### config.mk
export PLATFORM = sky130hd
export DESIGN_NAME = hex_display_ctrl
export DESIGN_NICKNAME = d
export VERILOG_FILES = /design/src/rtl/hex_display_pkg.sv /design/src/rtl/hex_display_timebase.sv /design/src/rtl/hex_display_ctrl.sv
export SDC_FILE = /design/constraint.sdc
export NUM_CORES = 1
export LEC_CHECK = 0
export CAP_MARGIN = 40
export CORE_MARGIN = 10
export CORE_UTILIZATION = 53
export DETAILED_ROUTE_END_ITERATION = 6
export PLACE_DENSITY = 0.78
export SETUP_SLACK_MARGIN = 0.02
export SLEW_MARGIN = 30
export SYNTH_ARGS = -nofsm -noshare
export SYNTH_HDL_FRONTEND = slang
export SYNTH_SLANG_ARGS = --single-unit
### constraint.sdc
create_clock -name clk -period 1.94 [get_ports clk]
set_clock_uncertainty 0.05 [all_clocks]
set_input_delay 0.388 -clock clk [delete_from_list [all_inputs] [get_ports clk]]
set_output_delay 0.388 -clock clk [all_outputs]
set_load 0.1 [all_outputs]
### src/rtl/hex_display_pkg.sv
// Shared constants and the 7-segment decode for the HEX display peripheral.
package hex_display_pkg;

  localparam logic [2:0] ADDR_DIGIT5 = 3'd5;
  localparam logic [2:0] ADDR_CTRL   = 3'd6;
  localparam logic [2:0] ADDR_STATUS = 3'd7;

  localparam int CTRL_EN_LSB     = 0;
  localparam int CTRL_EN_W       = 6;
  localparam int CTRL_BLINK_LSB  = 6;
  localparam int CTRL_BLINK_W    = 6;
  localparam int CTRL_BRIGHT_LSB = 12;
  localparam int CTRL_BRIGHT_W   = 4;

  localparam logic [7:0] VERSION   = 8'h01;
  localparam logic [6:0] SEG_BLANK = 7'h7F;

  // Segment order g..a, active-low.
  function automatic logic [6:0] seg7(input logic [3:0] v);
    logic [6:0] s;
    case (v)
      4'h0: s = 7'h40;
      4'h1: s = 7'h79;
      4'h2: s = 7'h24;
      4'h3: s = 7'h30;
      4'h4: s = 7'h19;
      4'h5: s = 7'h12;
      4'h6: s = 7'h02;
      4'h7: s = 7'h78;
      4'h8: s = 7'h00;
      4'h9: s = 7'h10;
      4'hA: s = 7'h08;
      4'hB: s = 7'h03;
      4'hC: s = 7'h46;
      4'hD: s = 7'h21;
      4'hE: s = 7'h06;
      default: s = 7'h0E;
    endcase
    return s;
  endfunction

endpackage

### src/rtl/hex_display_timebase.sv
// Free-running PWM step counter and blink phase generator.
module hex_display_timebase #(
  parameter int PWM_DIV    = 64,
  parameter int BLINK_HALF = 25000000
) (
  input  logic       clk,
  input  logic       reset,
  output logic [3:0] pwm_cnt,
  output logic       blink_phase
);

  localparam int PW = (PWM_DIV > 1) ? $clog2(PWM_DIV) : 1;
  localparam int BW = (BLINK_HALF > 1) ? $clog2(BLINK_HALF) : 1;
  localparam logic [PW-1:0] PRE_MAX = PW'(PWM_DIV - 1);
  localparam logic [BW-1:0] BLK_MAX = BW'(BLINK_HALF - 1);

  logic [PW-1:0] pre_q, pre_d;
  logic [3:0]    pwm_q, pwm_d;
  logic [BW-1:0] blk_q, blk_d;
  logic          phase_q, phase_d;

  always_comb begin
    pre_d   = pre_q + PW'(1);
    pwm_d   = pwm_q;
    blk_d   = blk_q + BW'(1);
    phase_d = phase_q;
    if (pre_q == PRE_MAX) begin
      pre_d = '0;
      pwm_d = pwm_q + 4'd1;
    end
    if (blk_q == BLK_MAX) begin
      blk_d   = '0;
      phase_d = ~phase_q;
    end
  end

  always_ff @(posedge clk) begin
    if (reset) begin
      pre_q   <= '0;
      pwm_q   <= '0;
      blk_q   <= '0;
      phase_q <= 1'b0;
    end else begin
      pre_q   <= pre_d;
      pwm_q   <= pwm_d;
      blk_q   <= blk_d;
      phase_q <= phase_d;
    end
  end

  assign pwm_cnt     = pwm_q;
  assign blink_phase = phase_q;

endmodule

### src/rtl/hex_display_ctrl.sv
// Avalon-MM slave driving six HEX displays: register file, read mux and
// registered segment/enable outputs with blink and PWM brightness.
module hex_display_ctrl
  import hex_display_pkg::*;
#(
  parameter int PWM_DIV    = 64,
  parameter int BLINK_HALF = 25000000
) (
  input  logic        clk,
  input  logic        reset,
  input  logic [2:0]  avs_address,
  input  logic        avs_read,
  input  logic        avs_write,
  input  logic [31:0] avs_writedata,
  output logic [31:0] avs_readdata,
  output logic [41:0] hex_seg,
  output logic [5:0]  display_en
);

  logic [3:0]  digit_q [6];
  logic [3:0]  digit_d [6];
  logic [5:0]  en_q, en_d;
  logic [5:0]  blink_q, blink_d;
  logic [3:0]  bright_q, bright_d;
  logic [31:0] rdata_q, rdata_d;
  logic [41:0] seg_q, seg_d;
  logic [5:0]  den_q, den_d;

  logic [3:0]  pwm_cnt;
  logic        blink_phase;
  logic        pwm_on;
  logic        unused_wdata;

  assign unused_wdata = ^avs_writedata[31:16];

  hex_display_timebase #(
    .PWM_DIV    (PWM_DIV),
    .BLINK_HALF (BLINK_HALF)
  ) u_timebase (
    .clk         (clk),
    .reset       (reset),
    .pwm_cnt     (pwm_cnt),
    .blink_phase (blink_phase)
  );

  // Register writes; STATUS is read-only so address 7 is ignored.
  always_comb begin
    digit_d  = digit_q;
    en_d     = en_q;
    blink_d  = blink_q;
    bright_d = bright_q;
    if (avs_write) begin
      for (int n = 0; n < 6; n++) begin
        if (avs_address == 3'(n)) digit_d[n] = avs_writedata[3:0];
      end
      if (avs_address == ADDR_CTRL) begin
        en_d     = avs_writedata[CTRL_EN_LSB +: CTRL_EN_W];
        blink_d  = avs_writedata[CTRL_BLINK_LSB +: CTRL_BLINK_W];
        bright_d = avs_writedata[CTRL_BRIGHT_LSB +: CTRL_BRIGHT_W];
      end
    end
  end

  // Read mux samples pre-write state, so a same-cycle read sees the old value.
  always_comb begin
    rdata_d = rdata_q;
    if (avs_read) begin
      rdata_d = '0;
      for (int n = 0; n < 6; n++) begin
        if (avs_address == 3'(n)) rdata_d[3:0] = digit_q[n];
      end
      if (avs_address == ADDR_CTRL)
        rdata_d[15:0] = {bright_q, blink_q, en_q};
      if (avs_address == ADDR_STATUS)
        rdata_d[8:0] = {blink_phase, VERSION};
    end
  end

  always_comb begin
    pwm_on = (bright_q == 4'hF) || (pwm_cnt < bright_q);
    seg_d  = '1;
    den_d  = '0;
    for (int n = 0; n < 6; n++) begin
      den_d[n] = en_q[n] & ~(blink_q[n] & blink_phase);
      seg_d[7*n +: 7] = (den_d[n] && pwm_on) ? seg7(digit_q[n]) : SEG_BLANK;
    end
  end

  always_ff @(posedge clk) begin
    if (reset) begin
      for (int n = 0; n < 6; n++) digit_q[n] <= 4'h0;
      en_q     <= 6'h3F;
      blink_q  <= 6'h00;
      bright_q <= 4'hF;
      rdata_q  <= '0;
      seg_q    <= '1;
      den_q    <= '0;
    end else begin
      digit_q  <= digit_d;
      en_q     <= en_d;
      blink_q  <= blink_d;
      bright_q <= bright_d;
      rdata_q  <= rdata_d;
      seg_q    <= seg_d;
      den_q    <= den_d;
    end
  end

  assign avs_readdata = rdata_q;
  assign hex_seg      = seg_q;
  assign display_en   = den_q;

endmodule

* Word-level counts from Yosys, hierarchy flattened
Memories as Yosys holds them, arrays and structs flattened. A register that Yosys moved wholly into a read port is not among the register bits.
Cells that the tools add are included.
** Cells by class
- $add $sub $neg :: 3
- Order comparisons :: 1
- Eq/ne operators :: 10
- Mux-type cells :: 8
- Bitwise operators :: 25
- Reductions and logical operators :: 23
** Operators by type and width (count)
- $add 25x1->25 const B :: 1
- $eq 25x25->1 const B :: 1
- $mux 4 :: 6
- $mux 16 :: 1
- $reduce_or 2->1 :: 8
- $reduce_and 2->1 :: 7
- $not 1->1 :: 13
- $and 1x1->1 :: 12
- $eq 3x3->1 const B :: 4
- $mux 9 :: 1
- $add 6x1->6 const B :: 1
- $eq 3x2->1 const B :: 2
- $eq 6x6->1 const B :: 1
- $logic_and 1x1->1 :: 6
- $add 4x1->4 const B :: 1
- $eq 4x4->1 const B :: 1
- $lt 4x4->1 :: 1
- $eq 3x1->1 const B :: 1
- $logic_not 3->1 :: 1
- $logic_or 1x1->1 :: 1
** Storage, ports and cells
- Flip-flop bits (word level) :: 98
- ROM bits :: 672
- Bits of input ports :: 39
- Output and inout port bits :: 80
- Logic and storage cells :: 91
- Memories :: 6
** Memory list
- (name not given) :: depth 16, width 7, read ports 1, clocked after Yosys merged registers in 1, wr ports 0, RTL line hex_display_pkg.sv:21 : case (v)
- (name not given) :: depth 16, width 7, read ports 1, clocked after Yosys merged registers in 1, wr ports 0, RTL line hex_display_pkg.sv:21
- (name not given) :: depth 16, width 7, read ports 1, clocked after Yosys merged registers in 1, wr ports 0, RTL line hex_display_pkg.sv:21
- (name not given) :: depth 16, width 7, read ports 1, clocked after Yosys merged registers in 1, wr ports 0, RTL line hex_display_pkg.sv:21
- (name not given) :: depth 16, width 7, read ports 1, clocked after Yosys merged registers in 1, wr ports 0, RTL line hex_display_pkg.sv:21
- (name not given) :: depth 16, width 7, read ports 1, clocked after Yosys merged registers in 1, wr ports 0, RTL line hex_display_pkg.sv:21

* Longest topological paths before layout
Gate-level depths: netlist of run 1.
- Word-level depth :: 9
- Gate-level depth with buffers :: 8
- Mapped depth without buffers :: 6

* Cells and area by module
From an unflattened synthesis of run 1, not the netlist that was laid out.
** Unflattened totals
- Cells, all modules :: 807
- Area total of the unflattened synthesis :: 6864.1 µm²
** By module, submodules not included
- hex_display_ctrl :: instances 1, cells an instance 620, area each 5231.3 µm², seq. area each 2082.0 µm²
- hex_display_timebase :: instances 1, cells an instance 187, area each 1632.8 µm², seq. area each 720.7 µm²

* Least setup slack after synthesis of run 1
No wires, ideal clock.
- Path type :: register to register
- Start point :: reg u_timebase.blk_q[0]
- End point :: reg u_timebase.blk_q[10]
- Library setup time :: 115 ps
- Data arrival time :: 1580 ps
- Data required time :: 1775 ps
- Slack :: 196 ps
- Stages on the path, launching flop included :: 9
- Buffers on the path :: 2
- Clock period less this slack :: 1744 ps
- Cell sequence :: dfxtp_1 -> ha_1 -> nand2_1 -> or2_4 -> nor4_2 -> or2_1 -> buf_6 -> buf_8 -> nor2_1
** Between the ends
- Word-level cells in the longest chain between the ends :: 2
- Elaborated cells on any way between the ends :: 3
- Those cells by class :: add/sub (1); eq/ne (1); reduce/logical (1)
** RTL lines
- start, declared :: RTL line hex_display_timebase.sv:19 : logic [BW-1:0] blk_q, blk_d;
- start signal, assigned :: RTL line hex_display_timebase.sv:46 : blk_q <= blk_d;
- branches (longest 2 deep; another with $add 25x1->25)
Parallel ways; which one is timed is not known.
A chain may end at the register's enable or synchronous reset.

* Worst setup path after layout of run 1
- Start point :: reg u_timebase.blk_q[1]
- End point :: reg u_timebase.blk_q[0]
** Between the ends
- Word-level cells in the longest chain between the ends :: 2
** RTL lines
- $eq 25x25->1 :: RTL line hex_display_timebase.sv:31 : if (blk_q == BLK_MAX) begin
- $reduce_or 2->1 (no source line)
Every way passes these cells.

==> results of run 1 <==
==> power by group <==
part | internal [W] | switching (W) | total, W
combinational | 0.000397 | 0.000997 | 0.00139
sequential | 0.00299 | 0.0000934 | 0.00309
clock | 0.00228 | 0.00125 | 0.00353
==> cells in the final DEF, fill, tap and decap left out, types with 10 or more instances in the layout <==
cell type,n
dfxtp_1,139
nor2_1,103
buf_4,75
nand2_1,52
mux2i_1,41
ha_1,41
o211ai_1,38
a21oi_1,37
inv_1,27
nand3_1,26
buf_12,26
clkdlybuf4s50_1,21
xor2_1,20
nor2b_1,19
clkbuf_16,18
nand2b_1,16
conb_1,16
a211oi_1,15
a211o_1,13
o21a_1,12
o21ai_0,11
nand4_1,10
xnor2_1,10
==> stage by stage <==
stage / instance area (um^2) / TNS (ns) / setup WS (ns) / instances / util
3_3_place_gp: 7900 / -0.402 / -0.0286 / 982 / 0.650
5_1_grt: 8610 / -0.0983 / -0.0557 / 1016 / 0.708
4_1_cts: 8550 / 0 / 0.0231 / 1014 / 0.703
3_5_place_dp: 7900 / -1.13 / -0.0713 / 982 / 0.650
2_1_floorplan: 6700 / 0 / 0.196 / 747 / -
6_report: 8610 / 0 / 0.0880 / 1016 / 0.708
==> registers in the layout, indices dropped and copies added, names as in the netlist <==
register and cells:
hex_seg 42, blink_q 6, u_timebase.pre_q 6, bright_q 4, avs_readdata 16, display_en 6, u_timebase.blink_phase 1, digit_q 24
u_timebase.pwm_cnt 4, en_q 6, u_timebase.blk_q 25
==> cells by family after synthesis <==
family	share of synthesized area
mux	0.0736
buf+inv	0.0608
xor+xnor	0.0395
flops	0.422
compound gates	0.136
simple gates	0.188
fa+ha+maj	0.0791
other cells	0.000564
==> what timing repair did <==
| item | CTS | global route |
|---|---|---|
| hold buffers | 0 | 0 |
| gates resized for setup | 0 | 5 |
| endpoints found under the setup margin | 0 | 28 |
| setup buffers | 0 | 1 |
==> cell type report <==
cell class,count,area [um^2],area share
clock buffers,17,425,0.0494
clock inverters,15,220,0.0256
inverters,27,101,0.0118
multi-input cells,525,3520,0.409
flip-flops and latches,140,2800,0.326
well taps,168,210,0.0244
repair buffers,124,1320,0.154
==> layer usage <==
| metal | global-route usage | vias up | share of wire |
|---|---|---|---|
| li1 | - | 2705 | - |
| met1 | 0.207 | 2582 | 0.42 |
| met3 | 0.0583 | 19 | 0.061 |
| met4 | 0.0562 | 0 | 0.013 |
| met2 | 0.307 | 147 | 0.50 |
| met5 | 0 | - | 0 |
==> how the worst max path moves through the flow <==
stage,to,depth (start not counted)
after global placement,bright_q[0],7
final,u_timebase.blk_q[0],8
after CTS,u_timebase.blk_q[19],7
after floorplan,u_timebase.blk_q[10],8
after global routing,u_timebase.blk_q[19],7
after detailed placement,avs_readdata[4],6
==> results.py, run 1 <==
metrics = {
    "floorplan": {
        "ios": 119,
        "initial_utilization": 0.547,
        "core.rowCount": 40,
        "die_area_um2": 17400,
        "die_h_um": 132,
        "core_area_um2": 12200,
        "die_w_um": 132,
    },
    "sta": {
        "fmax_mhz": 540,
        "rsz0062_at_grt": "yes",
        "tightest_slew_ns": 0.584,
        "slew_headroom": 0.610,
        "period_share": 0.955,
        "slew_violations": 0,
        "finalHoldViolations": 0,
        "period_needed_ns": 1.85,
        "timing.hold.ws_ns": 0.266,
        "setup_viol": 0,
    },
    "clocking": {
        "cts_made_buffers": 17,
        "cts_tree": "yes",
        "htreeDepth": 4,
        "clk_latency_ns": 0.42,
        "root_buffer": "clkbuf_16",
        "clkTransAtPathRegs_ns": 0.06,
        "cts.sinks": 140,
        "clockBufferDepth": 2,
    },
    "synthesis": {
        "synth-seq-area-share": 0.422,
        "synth_top_cell_by_area": "dfxtp_1",
        "ys_ff_latch": 140,
        "syn_inst": 732,
        "syn_area_um2": 6650,
        "yosysWarningCount": 0,
        "synth_area_leaders": "dfxtp_1 42%, ha_1 7.9%, mux2i_1 6.2%",
        "yosysMostFrequentCell": "dfxtp_1",
        "synthDistinctLibCells": 49,
        "synth-edff-count": 0,
        "yosysTopAreaCellShare": 0.422,
        "async_flop_share": 0,
        "synth_top_flop_cell": "dfxtp_1",
        "ys_top_cells_by_count": "140 x dfxtp_1, 104 x nor2_1, 52 x nand2_1, 42 x ha_1, 41 x mux2i_1",
        "avgSynthCellArea_um2": 9.08,
    },
    "run_status": {
        "outcome": "finished clean",
    },
    "min_path": {
        "hold_path_depth": 2,
        "holdCritPathClass": "input port to flop",
        "min_to": "blink_q[2]",
        "min_from": "reset",
    },
    "pwr": {
        "p_leak_nw": 3.52,
        "powerDensity_nw_per_um2": 931,
        "ir_worst_vdd_mv": 0.761,
        "power.total_w": 0.00801,
    },
    "setup_path": {
        "worstSetupStartpointType": "flop",
        "path_class": "flop to flop",
        "reg2reg_from": "u_timebase.blk_q[1]",
        "max_stage_delay_ns": 0.41,
        "crit_family": "simple AND/OR/NAND/NOR gates",
        "reg2reg_to": "u_timebase.blk_q[0]",
        "cp-end-kind": "flop",
        "crit_chain": "ha_4 > nand2_1 > or2_4 > nor4_4 > or2_4 > buf_4 > buf_4 > nor2_1",
        "critical_path.startpoint": "u_timebase.blk_q[1]",
        "r2r_setup_slack_ns": 0.09,
        "cp.buffers_inverters": 2,
        "r2r_cells": 8,
        "worstPathArrival_ns": 2.11,
        "critPathMaxFanout": 4,
        "required_ns": 2.20,
        "cpMaxStageDelayCell": "dfxtp_1",
    },
    "detailed_routing": {
        "antenna_left": 0,
        "drtIter0Drc": 284,
        "vias": 5453,
        "vias_per_cell": 5.37,
        "dr.pass1.iters": 5,
        "wire_per_inst_um": 15.6,
        "drc": 0,
        "wirelength_mm": 15.9,
    },
    "finish": {
        "drive_gt1_frac": 0.179,
        "finalNetCount": 916,
        "diodes": 0,
        "syn2layout_area_growth_pct": 29.5,
        "n_fill_cell": 885,
    },
    "global_route": {
        "grt_antenna_before_repair": 0,
        "grt_util_all_layers": 0.180,
        "grt_max_degree": 34,
        "grt_pass1_wl_mm": 26.1,
        "globalRouteOverflowTotal": 0,
        "grt_pass1_vias": 5426,
    },
    "flow_run": {
        "drv_cap": 0,
    },
    "placement": {
        "place_hpwl_mm": 11.3,
        "port_buffers": 86,
        "gp_congestion": 0.850,
    },
}
No activity file was read; power rests on OpenSTA's default activity.
==> run 2, diff against run 1 <==
Settings changed: SLEW_MARGIN 30 to unset.
==> results of run 2 <==
Final layout, timing and power as in run 1 (identical DEF).
==> run 3, diff against run 2 <==
Clock period 1.94 ns to 2 ns, I/O delays scaled along.
==> run 3 against run 2 <==
Effect of this change: critical path type unchanged; clock-buffer cell count is 3 higher; final cell count is 0.39% lower; sequential share of layout area is 1.4 points higher; wire length is 3.8% lower; register-to-register slack better by 0.08 ns; power is 5.3% lower; via count is 1.7% lower; global-route usage is 0.42 points lower; critical path depth is 1 lower; worst setup slack better by 0.075 ns; largest power group unchanged.
==> results.py, run 3 (same netlist as run 1, synthesis figures left out) <==
metrics = {
    "placement": {
        "place_hpwl_mm": 11.1,
        "dp_slack_ns": -0.0286,
        "dpl-instance-area_um2": 7600,
        "port_buffers": 86,
        "gp_congestion": 0.856,
    },
    "floorplan": {
        "die_area_um2": 17400,
        "core.rowCount": 40,
        "core_area_um2": 12200,
        "die_w_um": 132,
        "initial_utilization": 0.547,
        "die_h_um": 132,
        "ios": 119,
    },
    "setup_path": {
        "required_ns": 2.25,
        "worstSetupStartpointType": "flop",
        "path_class": "flop to flop",
        "r2r_setup_slack_ns": 0.16,
        "worstPathArrival_ns": 2.09,
        "r2r_cells": 7,
        "cp-end-kind": "flop",
        "reg2reg_from": "u_timebase.blk_q[0]",
        "critPathMaxFanout": 5,
        "reg2reg_to": "u_timebase.blk_q[19]",
    },
    "finish": {
        "final_common_cell": "dfxtp_1",
        "fin_area_um2": 8240,
        "n_fill_cell": 942,
        "drive_gt1_frac": 0.173,
        "finish.utilization": 0.677,
        "final_cell_mix": "140 x dfxtp_1, 103 x nor2_1, 95 x buf_4",
        "finalNetCount": 912,
        "syn2layout_area_growth_pct": 23.9,
        "largest_reg_flops": 42,
        "diodes": 0,
    },
    "clocking": {
        "cts_setup_buffers": 0,
        "root_buffer": "clkbuf_16",
        "htreeDepth": 4,
        "clkTransAtPathRegs_ns": 0.06,
        "cts_made_buffers": 17,
        "clockBufferDepth": 2,
        "cts_tree": "yes",
        "clk_latency_ns": 0.42,
        "cts.sinks": 140,
    },
    "global_route": {
        "grt_util_all_layers": 0.175,
        "grt_pass1_wl_mm": 25.5,
        "grt_pass1_vias": 5265,
        "globalRouteOverflowTotal": 0,
        "grt_antenna_before_repair": 0,
        "grt_max_degree": 28,
    },
    "sta": {
        "rsz0062_at_grt": "no",
        "fmax_mhz": 544,
        "tightest_slew_ns": 0.575,
        "period_share": 0.918,
        "setup_ws_ns": 0.163,
        "slew_violations": 0,
        "period_needed_ns": 1.84,
        "setup_viol": 0,
        "slew_headroom": 0.616,
        "finalHoldViolations": 0,
    },
    "pwr": {
        "p_leak_nw": 3.40,
        "ir_worst_vdd_mv": 0.644,
        "powerDensity_nw_per_um2": 920,
    },
    "detailed_routing": {
        "wire_per_inst_um": 15.1,
        "vias": 5359,
        "drtIter0Drc": 288,
        "wirelength_mm": 15.2,
        "vias_per_cell": 5.30,
        "antenna_left": 0,
        "drc": 0,
        "dr.pass1.iters": 4,
    },
    "min_path": {
        "holdCritPathClass": "input port to flop",
        "min_to": "blink_q[2]",
        "min_from": "reset",
        "hold_path_depth": 2,
    },
    "flow_run": {
        "drv_cap": 0,
    },
    "run_status": {
        "outcome": "finished clean",
    },
}
[run 3: cell types whose count changed in the layout (fill, tap and decap cells not counted)]
cell        change
buf_12         -23
buf_4          +20
bufinv_16       -1
clkbuf_16       -1
clkbuf_8        +3
clkinv_2        +3
clkinvlp_4      -4
dfxtp_1         +1
dfxtp_2         -1
ha_1            +1
ha_4            -1
inv_6           -1
nor4_2          +1
nor4_4          -1
[run 3: critical path, cell delays in order, from the launching register on]
cell and delay, ns:
dfxtp_1 0.35, ha_1 0.21, nand2_1 0.10, or2_4 0.29, nor4_2 0.31, or2_4 0.20, buf_4 0.13, o21ai_0 0.08
[run 3: final cells by class]
class	count	area [um^2]	area share
clock buffers	20	467	0.0567
clock inverters	12	166	0.0202
inverters	27	101	0.0123
multi-input cells	525	3500	0.425
flip-flops and latches	140	2800	0.340
well taps	168	210	0.0255
repair buffers	120	988	0.120
[run 3: where the power goes]
group | internal [W] | leakage, nW | switching, W
registers | 0.00290 | 1.15 | 0.0000721
logic | 0.000298 | 1.94 | 0.000961
clock network | 0.00217 | 0.316 | 0.00117
[run 3: what timing repair did]
item                                    4_1_cts  5_1_grt
gates resized for setup                       0        1
endpoints found under the setup margin        0       18
hold buffers                                  0        0
[run 3: routing by layer]
layer | track usage | share of wire | vias to the layer above
li1 | - | - | 2691
met1 | 0.211 | 0.45 | 2516
met2 | 0.286 | 0.48 | 129
met3 | 0.0545 | 0.054 | 23
met4 | 0.0649 | 0.016 | 0
met5 | 0 | 0 | -
[run 3: worst max path at each step]
stage | from | to
detailed placement | avs_address[1] | en_q[2]
floorplan | u_timebase.blk_q[0] | u_timebase.blk_q[10]
global route | u_timebase.blk_q[0] | u_timebase.blk_q[19]
CTS | u_timebase.blk_q[0] | u_timebase.blk_q[24]
global placement | avs_address[1] | bright_q[0]
finish | u_timebase.blk_q[0] | u_timebase.blk_q[19]
[run 3: through the flow]
step / setup TNS, ns / total power, W / hold WS (ns) / cells
global route: 0 / 0.00784 / 0.291 / 1012
floorplan: 0 / 0.00401 / 0.367 / 747
detailed placement: -0.0584 / 0.00429 / 0.384 / 980
CTS: 0 / 0.00763 / 0.273 / 1012
finish: 0 / 0.00758 / 0.288 / 1012
global placement: 0 / 0.00427 / 0.379 / 980
